## src/rtl/fb_writer_pkg.sv

```systemverilog
// fb_writer_pkg: opcodes, command record, FSM states and frame-buffer size defaults for fb_rect_writer.
package fb_writer_pkg;
  localparam int FB_WIDTH_DEF = 320;
  localparam int FB_HEIGHT_DEF = 180;
  typedef enum logic [1:0] {OP_NOP = 2'd0, OP_FILL = 2'd1, OP_SWAP = 2'd2, OP_CHECKER = 2'd3} op_t;
  typedef enum logic [1:0] {IDLE, DRAW, SWAP} state_t;
  typedef struct packed {
    op_t op;
    logic [15:0] x;
    logic [15:0] y;
    logic [15:0] w;
    logic [15:0] h;
    logic [15:0] color;
  } cmd_t;
endpackage

```

## src/rtl/fb_rect_writer_if.sv

```systemverilog
// frame_buffer_bus: command handshake into the rectangle writer and its pixel-write/swap side.
interface frame_buffer_bus #(
  parameter int FB_WIDTH = fb_writer_pkg::FB_WIDTH_DEF,
  parameter int FB_HEIGHT = fb_writer_pkg::FB_HEIGHT_DEF
);
  logic cmd_valid_in;
  logic cmd_ready_out;
  logic [1:0] cmd_op_in;
  logic [$clog2(FB_WIDTH)-1:0] cmd_x_in;
  logic [$clog2(FB_HEIGHT)-1:0] cmd_y_in;
  logic [$clog2(FB_WIDTH):0] cmd_w_in;
  logic [$clog2(FB_HEIGHT):0] cmd_h_in;
  logic [15:0] cmd_color_in;
  logic [$clog2(FB_WIDTH*FB_HEIGHT)-1:0] write_addr_out;
  logic [15:0] write_data_out;
  logic write_enable_out;
  logic swap_buffer_out;
  logic busy_out;
  modport master(
    input cmd_valid_in, cmd_op_in, cmd_x_in, cmd_y_in, cmd_w_in, cmd_h_in, cmd_color_in,
    output cmd_ready_out, write_addr_out, write_data_out, write_enable_out, swap_buffer_out, busy_out
  );
  modport slave(
    output cmd_valid_in, cmd_op_in, cmd_x_in, cmd_y_in, cmd_w_in, cmd_h_in, cmd_color_in,
    input cmd_ready_out, write_addr_out, write_data_out, write_enable_out, swap_buffer_out, busy_out
  );
endinterface

```

## src/rtl/fb_rect_clip.sv

```systemverilog
// fb_rect_clip: clips a rectangle to the frame buffer, giving exclusive end column/row and an empty flag.
module fb_rect_clip #(
  parameter int FB_WIDTH = fb_writer_pkg::FB_WIDTH_DEF,
  parameter int FB_HEIGHT = fb_writer_pkg::FB_HEIGHT_DEF
) (
  input  logic [15:0] x,
  input  logic [15:0] y,
  input  logic [15:0] w,
  input  logic [15:0] h,
  output logic [15:0] x_end,
  output logic [15:0] y_end,
  output logic        empty
);
  logic [16:0] xs, ys;
  always_comb begin
    xs = 17'(x) + 17'(w);
    ys = 17'(y) + 17'(h);
    x_end = xs > 17'(FB_WIDTH) ? 16'(FB_WIDTH) : xs[15:0];
    y_end = ys > 17'(FB_HEIGHT) ? 16'(FB_HEIGHT) : ys[15:0];
    empty = w == 16'd0 || h == 16'd0 || x >= 16'(FB_WIDTH) || y >= 16'(FB_HEIGHT);
  end
endmodule

```

## src/rtl/fb_rect_writer.sv

```systemverilog
// fb_rect_writer: streams clipped FILL/CHECKER rectangles as one pixel write per cycle, plus buffer swaps.
// Define FB_RECT_CHECKER_EN to draw CHECKER with alternating colour; otherwise CHECKER acts as NOP.
module fb_rect_writer
  import fb_writer_pkg::*;
#(
  parameter int FB_WIDTH = FB_WIDTH_DEF,
  parameter int FB_HEIGHT = FB_HEIGHT_DEF
) (
  input logic clk_in,
  input logic rst_n_in,
  frame_buffer_bus.master bus
);
  localparam int AW = $clog2(FB_WIDTH*FB_HEIGHT);
  state_t state, state_n;
  cmd_t cmd;
  logic [15:0] x_end, y_end, x_end_q, y_end_q, x0, cx, cy, cx_n, cy_n, color, c_n, data, data_n;
  logic [AW-1:0] row, row_n, addr, addr_n;
  logic empty, accept, draw_op, we, we_n, swap, swap_n;
`ifdef FB_RECT_CHECKER_EN
  logic chk;
  assign draw_op = cmd.op == OP_FILL || cmd.op == OP_CHECKER;
`else
  assign draw_op = cmd.op == OP_FILL;
`endif
  assign cmd = '{op: op_t'(bus.cmd_op_in), x: 16'(bus.cmd_x_in), y: 16'(bus.cmd_y_in),
                 w: 16'(bus.cmd_w_in), h: 16'(bus.cmd_h_in), color: bus.cmd_color_in};
  assign accept = state == IDLE && bus.cmd_valid_in;
  fb_rect_clip #(.FB_WIDTH(FB_WIDTH), .FB_HEIGHT(FB_HEIGHT)) u_clip (
    .x(cmd.x), .y(cmd.y), .w(cmd.w), .h(cmd.h), .x_end(x_end), .y_end(y_end), .empty(empty)
  );
  always_comb begin
    state_n = state;
    cx_n = cx;
    cy_n = cy;
    row_n = row;
    addr_n = addr;
    c_n = accept ? cmd.color : color;
    we_n = 1'b0;
    swap_n = 1'b0;
    if (accept) begin
      if (cmd.op == OP_SWAP) begin
        state_n = SWAP;
        swap_n = 1'b1;
      end else if (draw_op && !empty) begin
        state_n = DRAW;
        we_n = 1'b1;
        cx_n = cmd.x;
        cy_n = cmd.y;
        row_n = AW'(cmd.y * FB_WIDTH);
        addr_n = row_n + AW'(cmd.x);
      end
    end else if (state == SWAP) begin
      state_n = IDLE;
    end else if (state == DRAW) begin
      // row wrap is folded into the same cycle so the stream never stalls
      if (cx + 16'd1 < x_end_q) begin
        cx_n = cx + 16'd1;
        addr_n = addr + AW'(1);
        we_n = 1'b1;
      end else if (cy + 16'd1 < y_end_q) begin
        cx_n = x0;
        cy_n = cy + 16'd1;
        row_n = row + AW'(FB_WIDTH);
        addr_n = row_n + AW'(x0);
        we_n = 1'b1;
      end else begin
        state_n = IDLE;
      end
    end
`ifdef FB_RECT_CHECKER_EN
    data_n = we_n ? ((((accept ? cmd.op == OP_CHECKER : chk)) && (cx_n[0] ^ cy_n[0])) ? ~c_n : c_n) : data;
`else
    data_n = we_n ? c_n : data;
`endif
  end
  always_ff @(posedge clk_in or negedge rst_n_in) begin
    if (!rst_n_in) begin
      state <= IDLE;
      {cx, cy, x0, x_end_q, y_end_q, color, data} <= '0;
      {row, addr} <= '0;
      {we, swap} <= '0;
`ifdef FB_RECT_CHECKER_EN
      chk <= 1'b0;
`endif
    end else begin
      state <= state_n;
      cx <= cx_n;
      cy <= cy_n;
      row <= row_n;
      addr <= addr_n;
      data <= data_n;
      we <= we_n;
      swap <= swap_n;
      if (accept) begin
        x0 <= cmd.x;
        x_end_q <= x_end;
        y_end_q <= y_end;
        color <= cmd.color;
`ifdef FB_RECT_CHECKER_EN
        chk <= cmd.op == OP_CHECKER;
`endif
      end
    end
  end
  assign bus.cmd_ready_out = state == IDLE;
  assign bus.busy_out = state != IDLE;
  assign bus.write_addr_out = addr;
  assign bus.write_data_out = data;
  assign bus.write_enable_out = we;
  assign bus.swap_buffer_out = swap;
endmodule

```

## src/flat_wrapper.sv

```systemverilog
// flat-port wrapper written by rule: the top's interface ports become plain ports
module fb_rect_writer_flat import fb_writer_pkg::*;
#(
  parameter int FB_WIDTH = FB_WIDTH_DEF,
  parameter int FB_HEIGHT = FB_HEIGHT_DEF
)
  (clk_in, rst_n_in, bus_cmd_valid_in, bus_cmd_op_in, bus_cmd_x_in, bus_cmd_y_in, bus_cmd_w_in, bus_cmd_h_in, bus_cmd_color_in, bus_cmd_ready_out, bus_write_addr_out, bus_write_data_out, bus_write_enable_out, bus_swap_buffer_out, bus_busy_out);
  frame_buffer_bus #(.FB_WIDTH(FB_WIDTH), .FB_HEIGHT(FB_HEIGHT)) bus_i ();
  input logic clk_in;
  input logic rst_n_in;
  input wire logic [$bits(bus_i.cmd_valid_in)-1:0] bus_cmd_valid_in;
  input wire logic [$bits(bus_i.cmd_op_in)-1:0] bus_cmd_op_in;
  input wire logic [$bits(bus_i.cmd_x_in)-1:0] bus_cmd_x_in;
  input wire logic [$bits(bus_i.cmd_y_in)-1:0] bus_cmd_y_in;
  input wire logic [$bits(bus_i.cmd_w_in)-1:0] bus_cmd_w_in;
  input wire logic [$bits(bus_i.cmd_h_in)-1:0] bus_cmd_h_in;
  input wire logic [$bits(bus_i.cmd_color_in)-1:0] bus_cmd_color_in;
  output wire logic [$bits(bus_i.cmd_ready_out)-1:0] bus_cmd_ready_out;
  output wire logic [$bits(bus_i.write_addr_out)-1:0] bus_write_addr_out;
  output wire logic [$bits(bus_i.write_data_out)-1:0] bus_write_data_out;
  output wire logic [$bits(bus_i.write_enable_out)-1:0] bus_write_enable_out;
  output wire logic [$bits(bus_i.swap_buffer_out)-1:0] bus_swap_buffer_out;
  output wire logic [$bits(bus_i.busy_out)-1:0] bus_busy_out;
  assign bus_i.cmd_valid_in = bus_cmd_valid_in;
  assign bus_i.cmd_op_in = bus_cmd_op_in;
  assign bus_i.cmd_x_in = bus_cmd_x_in;
  assign bus_i.cmd_y_in = bus_cmd_y_in;
  assign bus_i.cmd_w_in = bus_cmd_w_in;
  assign bus_i.cmd_h_in = bus_cmd_h_in;
  assign bus_i.cmd_color_in = bus_cmd_color_in;
  assign bus_cmd_ready_out = bus_i.cmd_ready_out;
  assign bus_write_addr_out = bus_i.write_addr_out;
  assign bus_write_data_out = bus_i.write_data_out;
  assign bus_write_enable_out = bus_i.write_enable_out;
  assign bus_swap_buffer_out = bus_i.swap_buffer_out;
  assign bus_busy_out = bus_i.busy_out;
  fb_rect_writer #(.FB_WIDTH(FB_WIDTH), .FB_HEIGHT(FB_HEIGHT)) u_core (.clk_in(clk_in), .rst_n_in(rst_n_in), .bus(bus_i));
endmodule
```

## config.mk

```make
export PLATFORM = sky130hd
export DESIGN_NAME = fb_rect_writer_flat
export DESIGN_NICKNAME = d
export VERILOG_FILES = /design/src/rtl/fb_writer_pkg.sv /design/src/rtl/fb_rect_writer_if.sv /design/src/rtl/fb_rect_clip.sv /design/src/rtl/fb_rect_writer.sv /design/src/flat_wrapper.sv
export SDC_FILE = /design/constraint.sdc
export NUM_CORES = 1
export LEC_CHECK = 0
export BUFFER_PORTS_ARGS = -buffer_cell sky130_fd_sc_hd__buf_2
export CORE_MARGIN = 2
export CORE_UTILIZATION = 45
export DETAILED_ROUTE_END_ITERATION = 7
export GPL_ROUTABILITY_DRIVEN = 0
export PLACE_DENSITY = 0.64
export SLEW_MARGIN = 20
export SYNTH_ARGS = -nofsm -noshare
export SYNTH_HDL_FRONTEND = slang
export SYNTH_SLANG_ARGS = --single-unit
export TNS_END_PERCENT = 30
```

## constraint.sdc

```tcl
create_clock -name clk_in -period 3.2 [get_ports clk_in]
set_input_delay 0.48 -clock clk_in [delete_from_list [all_inputs] [get_ports clk_in]]
set_output_delay 0.48 -clock clk_in [all_outputs]
set_load 0.01 [all_outputs]
```

-- After elaboration in Yosys (flattened, before gate mapping)
Index checks and enable logic that the tools add are counted.
- flip-flop bits (word level): 141
- bits of input ports: 57
- output and inout bits: 36
- word-level logic and storage cells: 102
- add/sub/neg operators: 8
- multiply operators: 1
- magnitude comparators: 6
- eq/ne operators: 11
- muxes and demuxes: 47
- reductions and logical operators: 17
- operators with widths (kind ; number):
    two-way mux 16 bit ; 30
    adder 16 x 1 -> 16 bit, second input constant ; 3
    adder 16 x 9 -> 16 bit ; 2
    zero test 16 bit ; 2
    < comparator 16 bit ; 2
    greater-than comparator 17 x 9 -> 1 bit, second input constant ; 1
    adder 16 x 9 -> 16 bit, second input constant ; 1
    two-way mux 2 bit ; 7
    adder 9 x 10 -> 11 bit ; 1
    adder 8 x 9 -> 10 bit ; 1
    greater-than comparator 10 x 8 -> 1 bit, second input constant ; 1
    multiplier 8 x 3 -> 10 bit, second input constant ; 1
    two-way mux 10 bit ; 1
    >= comparator 9 bit, second input constant ; 1
    two-way mux 1 bit ; 9
    >= comparator 8 bit, second input constant ; 1
    inequality test 3 x 1 -> 1 bit, second input constant ; 2
    AND reduction 6 bit ; 1
    nonzero test 2 bit ; 3
    nonzero test 3 bit ; 2
    AND reduction 5 bit ; 1
    equality test 2 x 1 -> 1 bit, second input constant ; 2
    equality test 2 bit, second input constant ; 2
    inequality test 2 x 1 -> 1 bit, second input constant ; 2
    7 further kinds ; 11

-- Logic depth before layout (Yosys ltp)
- word-level depth: 9
- mapped depth: 17
- gate-level depth less buffers: 13

-- By module
Synthesis repeated with hierarchy kept, for this count alone.
- cells, all modules: 1193
- area, all modules: 10013.4 um^2
- by module, submodules not included (module ; instances ; cells an instance ; area each (um^2) ; seq. area each (um^2)):
    fb_rect_writer ; 1 ; 921 ; 8059.0 ; 3378.2
    fb_rect_clip ; 1 ; 272 ; 1954.4 ; 0.0

-- Worst setup path after synthesis
Ideal clock, no wire load.
- path type: reg2reg
- start point: register u_core.cx[0]
- end point: register u_core.data[11] (netlist: u_core.bus.write_data_out[11])
- library setup time: 0.125 ns
- arrival: 3.298 ns
- data required time: 3.075 ns
- setup slack: -0.223 ns
- stages on the path, launching flop included: 16
- path buffers: 2
- clock period less this slack: 3.423 ns
- path through: dfrtp_1 ha_1 nand3_1 nor2_1 and3_1 xor2_1 ha_1 nor2b_1 a311o_1 a211oi_2 and2_4 buf_6 o21ai_1 nand2_2 buf_6 mux2_2
- word-level cells in the longest chain between the ends: 6
- RTL lines (item ; line ; RTL):
    from (decl) ; fb_rect_writer.sv:16 ; logic [15:0] x_end, y_end, x_end_q, y_end_q, x0, cx, cy, cx_n, cy_n, color, c_n, data, data_n;
    from (signal assigned) ; fb_rect_writer.sv:87 ; cx <= cx_n;
    adder 16 x 1 -> 16 bit ; fb_rect_writer.sv:56 ; if (cx + 16'd1 < x_end_q) begin
    < comparator 16 bit ; fb_rect_writer.sv:56 ;
    two-way mux 1 bit ; fb_rect_writer.sv:56 ;
    two-way mux 1 bit ; fb_rect_writer.sv:54 ; end else if (state == DRAW) begin
    two-way mux 1 bit ; fb_rect_writer.sv:52 ; end else if (state == SWAP) begin
    two-way mux 1 bit ; fb_rect_writer.sv:40 ; if (accept) begin
    net u_core.we_n ; fb_rect_writer.sv:18 ; logic empty, accept, draw_op, we, we_n, swap, swap_n;
    to (signal assigned) ; fb_rect_writer.sv:91 ; data <= data_n;
    to (decl) ; fb_rect_writer.sv:16 ;
The timed path passes the listed nets, and every way through them passes these cells.
A chain may end at the register's enable or synchronous reset.

-- Worst setup path after layout
- start point: register u_core.cx[1]
- end point: register u_core.data[15] (netlist: u_core.bus.write_data_out[15])
- word-level cells in the longest chain between the ends: 6
- RTL lines (item ; line):
    adder 16 x 1 -> 16 bit ; fb_rect_writer.sv:56
    < comparator 16 bit ; fb_rect_writer.sv:56
    two-way mux 1 bit ; fb_rect_writer.sv:56
    two-way mux 1 bit ; fb_rect_writer.sv:54
    two-way mux 1 bit ; fb_rect_writer.sv:52
    two-way mux 1 bit ; fb_rect_writer.sv:40
Every way passes these cells.

==> metrics.yaml <==
rows: 49
cts_tree: "done"
synth_nets: 1034
ioPinCount: 93
crit_path_end_kind: "flip-flop"
ys_warn_count: 0
area_delta_synth_final_pct: 28.74
p_sw_share_pct: 24.80
die_h_um: 139.9
crit_type: "reg2reg"
cp_data_required_time_ps: 3500
period_needed_ps: 3423
htree_levels: 4
antenna_found_initial: 0
r2r-end: "u_core.bus.write_data_out[15]$_DFFE_PN0P_"
fin_nets: 1205
grt_pass1_vias: 7379
setup_tns_ps: -7297
p_per_area_nw_per_um2: 371.4
via_per_inst: 5.508
p_int_mw: 2.986
drc_errors: 0
grt-busiest-layer: "met2"
die_area_um2: 19560
power.leakage_nw: 5.387
post-place-ws_ps: -326.9
die_w_um: 139.9
slew_violations: 0
fin_crit_sh_pct: 107.0
final_core_util_pct: 59.32
ys_seq_area_share_pct: 37.36
critPathTopFamily: "simple AND/OR/NAND/NOR gates"
worstSkewPairLatency_ps: 420
cts_buffer_depth: 2
wire_per_inst_um: 17.30
relSlewSlack_pct: 38.29
start_kind: "flip-flop"
cts.sink_count: 124
drtIter0Drc: 394
slowest_stage: "dfrtp_1"
cp_slowest_stage_delay_ps: 370
grt_usage_pct: 23.86
arrival_ps: 3720
gr-usage-met3_pct: 4.714
violations: "setup timing"
clkTransAtPathRegs_ps: 60
antenna_left: 0
cts_buffers: 17
avgSynthCellArea_um2: 9.107
grt_overflow_total: 0
drv_cap: 0
max_freq_ghz: 0.2921
path_buf_inv: 3
ys_dominant_reg_cell: "dfrtp_1"
power_mw: 3.971
initial_core_util_pct: 46.08
finClkSkew_ps: 9.322
diodes: 0
crit_chain: "buf_6 > ha_4 > nand3_4 > nor2_4 > and3_4 > xor2_4 > ha_4 > or3_1 > a311o_1 > a211oi_4 > and2_4 > buf_6 > o21ai_4 > nand2_4 > clkbuf_16 > mux2_4"
hold_buffers: 0
p_comb_share_pct: 10.4
ys_ff_latch: 124
hpwl_um: 16140
rr_worst_depth: 16
drive_gt1_share_pct: 26.09
ys_types: 74
setup_ws_ps: -223.2
pwr-share-seq_pct: 39.5
dp.cells: 1263
async_flop_share_pct: 100.0
use_met2_pct: 40.33
synth.cell_area_um2: 8305
setup_viol: 73
synth_edf_count: 0
coreArea_um2: 18020
syn_inst: 912
hold_class: "in2async"
tightest_slew_ps: 923.6
grtUsageMet1_pct: 31.30
pwr-share-clk_pct: 50.1
vias: 7298
port_buffers: 92
grt_max_degree: 57
p_switching_mw: 0.9849
cts.root.buffer_cell: "clkbuf_16"
hold_viol_final: 0
n_fill_cell: 1566
stdcell_count: 1325
drtPass1Iterations: 5
status: "complete, but fails checks"
r2r_slack_ps: -220
reg2reg_from: "u_core.cx[1]$_DFFE_PN0P_"
drt_wl_total_um: 22930
grt_pass1_wl_um: 37680
rsz0062_at_grt: "yes"
max-vdd-ir-drop_mv: 0.3561
crit_fanout: 8
==> state kept, by name, indices dropped and copies added, names as in the netlist <==
signal and count:
u_core.state 2, u_core.cy 16, u_core.x0 9, u_core.row 10
u_core.color 16, u_core.bus.write_addr_out 16, u_core.y_end_q 10, u_core.cx 16
u_core.bus.swap_buffer_out 1, u_core.x_end_q 11, u_core.bus.write_data_out 16, u_core.bus.write_enable_out 1
==> power groups by stage <==
stage | clock network (mW) | registers (mW) | logic (mW)
CTS | 2.02 | 1.57 | 0.414
global route | 2.10 | 1.57 | 0.462
detailed placement | 0 | 1.60 | 0.410
global placement | 0 | 1.60 | 0.408
floorplan | 0 | 1.60 | 0.243
finish | 1.99 | 1.57 | 0.415
==> stage by stage <==
stage	area (um^2)	hold slack, ps
after floorplan	8399	184.4
after global placement	9519	448.2
after detailed placement	9519	454.9
after CTS	10450	165.1
after global routing	10690	175.8
final	10690	148.2
==> cell usage in the layout, fill, tap and decap left out, drive strengths merged, types with 5 or more instances in the layout <==
| cell | instances |
|---|---|
| clkinv | 7 |
| buf | 183 |
| o21ai | 49 |
| a31oi | 6 |
| dfrtp | 124 |
| nand3 | 23 |
| a211oi | 10 |
| a22o | 13 |
| nand2b | 7 |
| inv | 43 |
| a21oi | 51 |
| nand4 | 11 |
| xor2 | 26 |
| o21bai | 5 |
| mux2i | 15 |
| and2 | 15 |
| xnor2 | 44 |
| nor4 | 10 |
| ha | 61 |
| nand2 | 153 |
| a21o | 14 |
| nor2 | 54 |
| o31ai | 5 |
| o211ai | 5 |
| clkbuf | 21 |
| nor3 | 17 |
| and3 | 11 |
| o21a | 5 |
| o22a | 6 |
| nor2b | 5 |
| mux2 | 28 |
==> Yosys cell counts, types with 10 or more instances <==
cell	number	area, um^2
nand2_1	151	566.8
xnor2_1	44	385.4
clkbuf_1	21	78.83
o21ai_0	46	230.2
mux2_2	18	202.7
and2_1	14	87.58
dfrtp_1	124	3103
inv_1	42	157.7
mux2_1	10	112.6
nor3_1	17	85.08
nand3_1	23	115.1
and3_1	11	68.82
a22o_1	13	113.9
ha_1	61	763.2
a21oi_1	50	250.2
a21o_1	14	105.1
xor2_1	26	227.7
mux2i_1	15	150.1
nand4_1	10	62.56
nor2_1	54	202.7
==> area by class of cell <==
type                            count  area [um^2]  share of cell area [%]
Clock buffer                       19        442.9                   4.142
Clock inverter                     13        167.7                   1.568
Inverter                           42        157.7                   1.474
Multi-Input combinational cell    713         5209                   48.71
Sequential cell                   124         3104                   29.03
Tap cell                          229        286.5                   2.680
Timing Repair Buffer              185         1325                   12.39
==> worst max-delay path by stage <==
| stage | from | end | slack [ps] | cells after the start |
|---|---|---|---|---|
| floorplan | u_core.cx[0]$_DFFE_PN0P_ | u_core.bus.write_data_out[10]$_DFFE_PN0P_ | -130 | 15 |
| global placement | u_core.cx[1]$_DFFE_PN0P_ | u_core.cx[6]$_DFFE_PN0P_ | -230 | 15 |
| detailed placement | u_core.cx[0]$_DFFE_PN0P_ | u_core.cx[8]$_DFFE_PN0P_ | -330 | 15 |
| CTS | u_core.cx[1]$_DFFE_PN0P_ | u_core.bus.write_data_out[3]$_DFFE_PN0P_ | -130 | 15 |
| global route | u_core.cx[1]$_DFFE_PN0P_ | u_core.bus.write_data_out[9]$_DFFE_PN0P_ | -320 | 16 |
| finish | u_core.cx[1]$_DFFE_PN0P_ | u_core.bus.write_data_out[15]$_DFFE_PN0P_ | -220 | 16 |
==> layer usage <==
| layer | vias to the layer above | share of wire [%] |
|---|---|---|
| li1 | 3587 | - |
| met1 | 3520 | 47 |
| met2 | 155 | 48 |
| met3 | 36 | 3.8 |
| met4 | 0 | 2.0 |
| met5 | - | 0 |
==> worst reg2reg max path, cell delays in order, from the launching register on <==
cell and delay (ps):
dfrtp_1 370, buf_6 110, ha_4 130, nand3_4 80, nor2_4 140, and3_4 220, xor2_4 80, ha_4 170
or3_1 300, a311o_1 360, a211oi_4 310, and2_4 230, buf_6 100, o21ai_4 50, nand2_4 170, clkbuf_16 190
mux2_4 300
==> cells by family after synthesis <==
| logic type | synth area share (%) |
|---|---|
| AND/OR/NAND/NOR | 18.44 |
| XOR/XNOR | 7.382 |
| flip-flops | 37.36 |
| multiplexers | 5.604 |
| adder cells (fa/ha/maj) | 10.15 |
| AO/OA/AOI/OAI | 17.17 |
| buffers and inverters | 3.887 |
==> repair_timing <==
action                     in CTS  in global routing
setup buffers                  18                  8
resized for setup              34                 35
pin swaps                      13                 17
setup endpoints to repair      76                 77
gates cloned                    2                  2
Power figures use the tool's default switching activity.
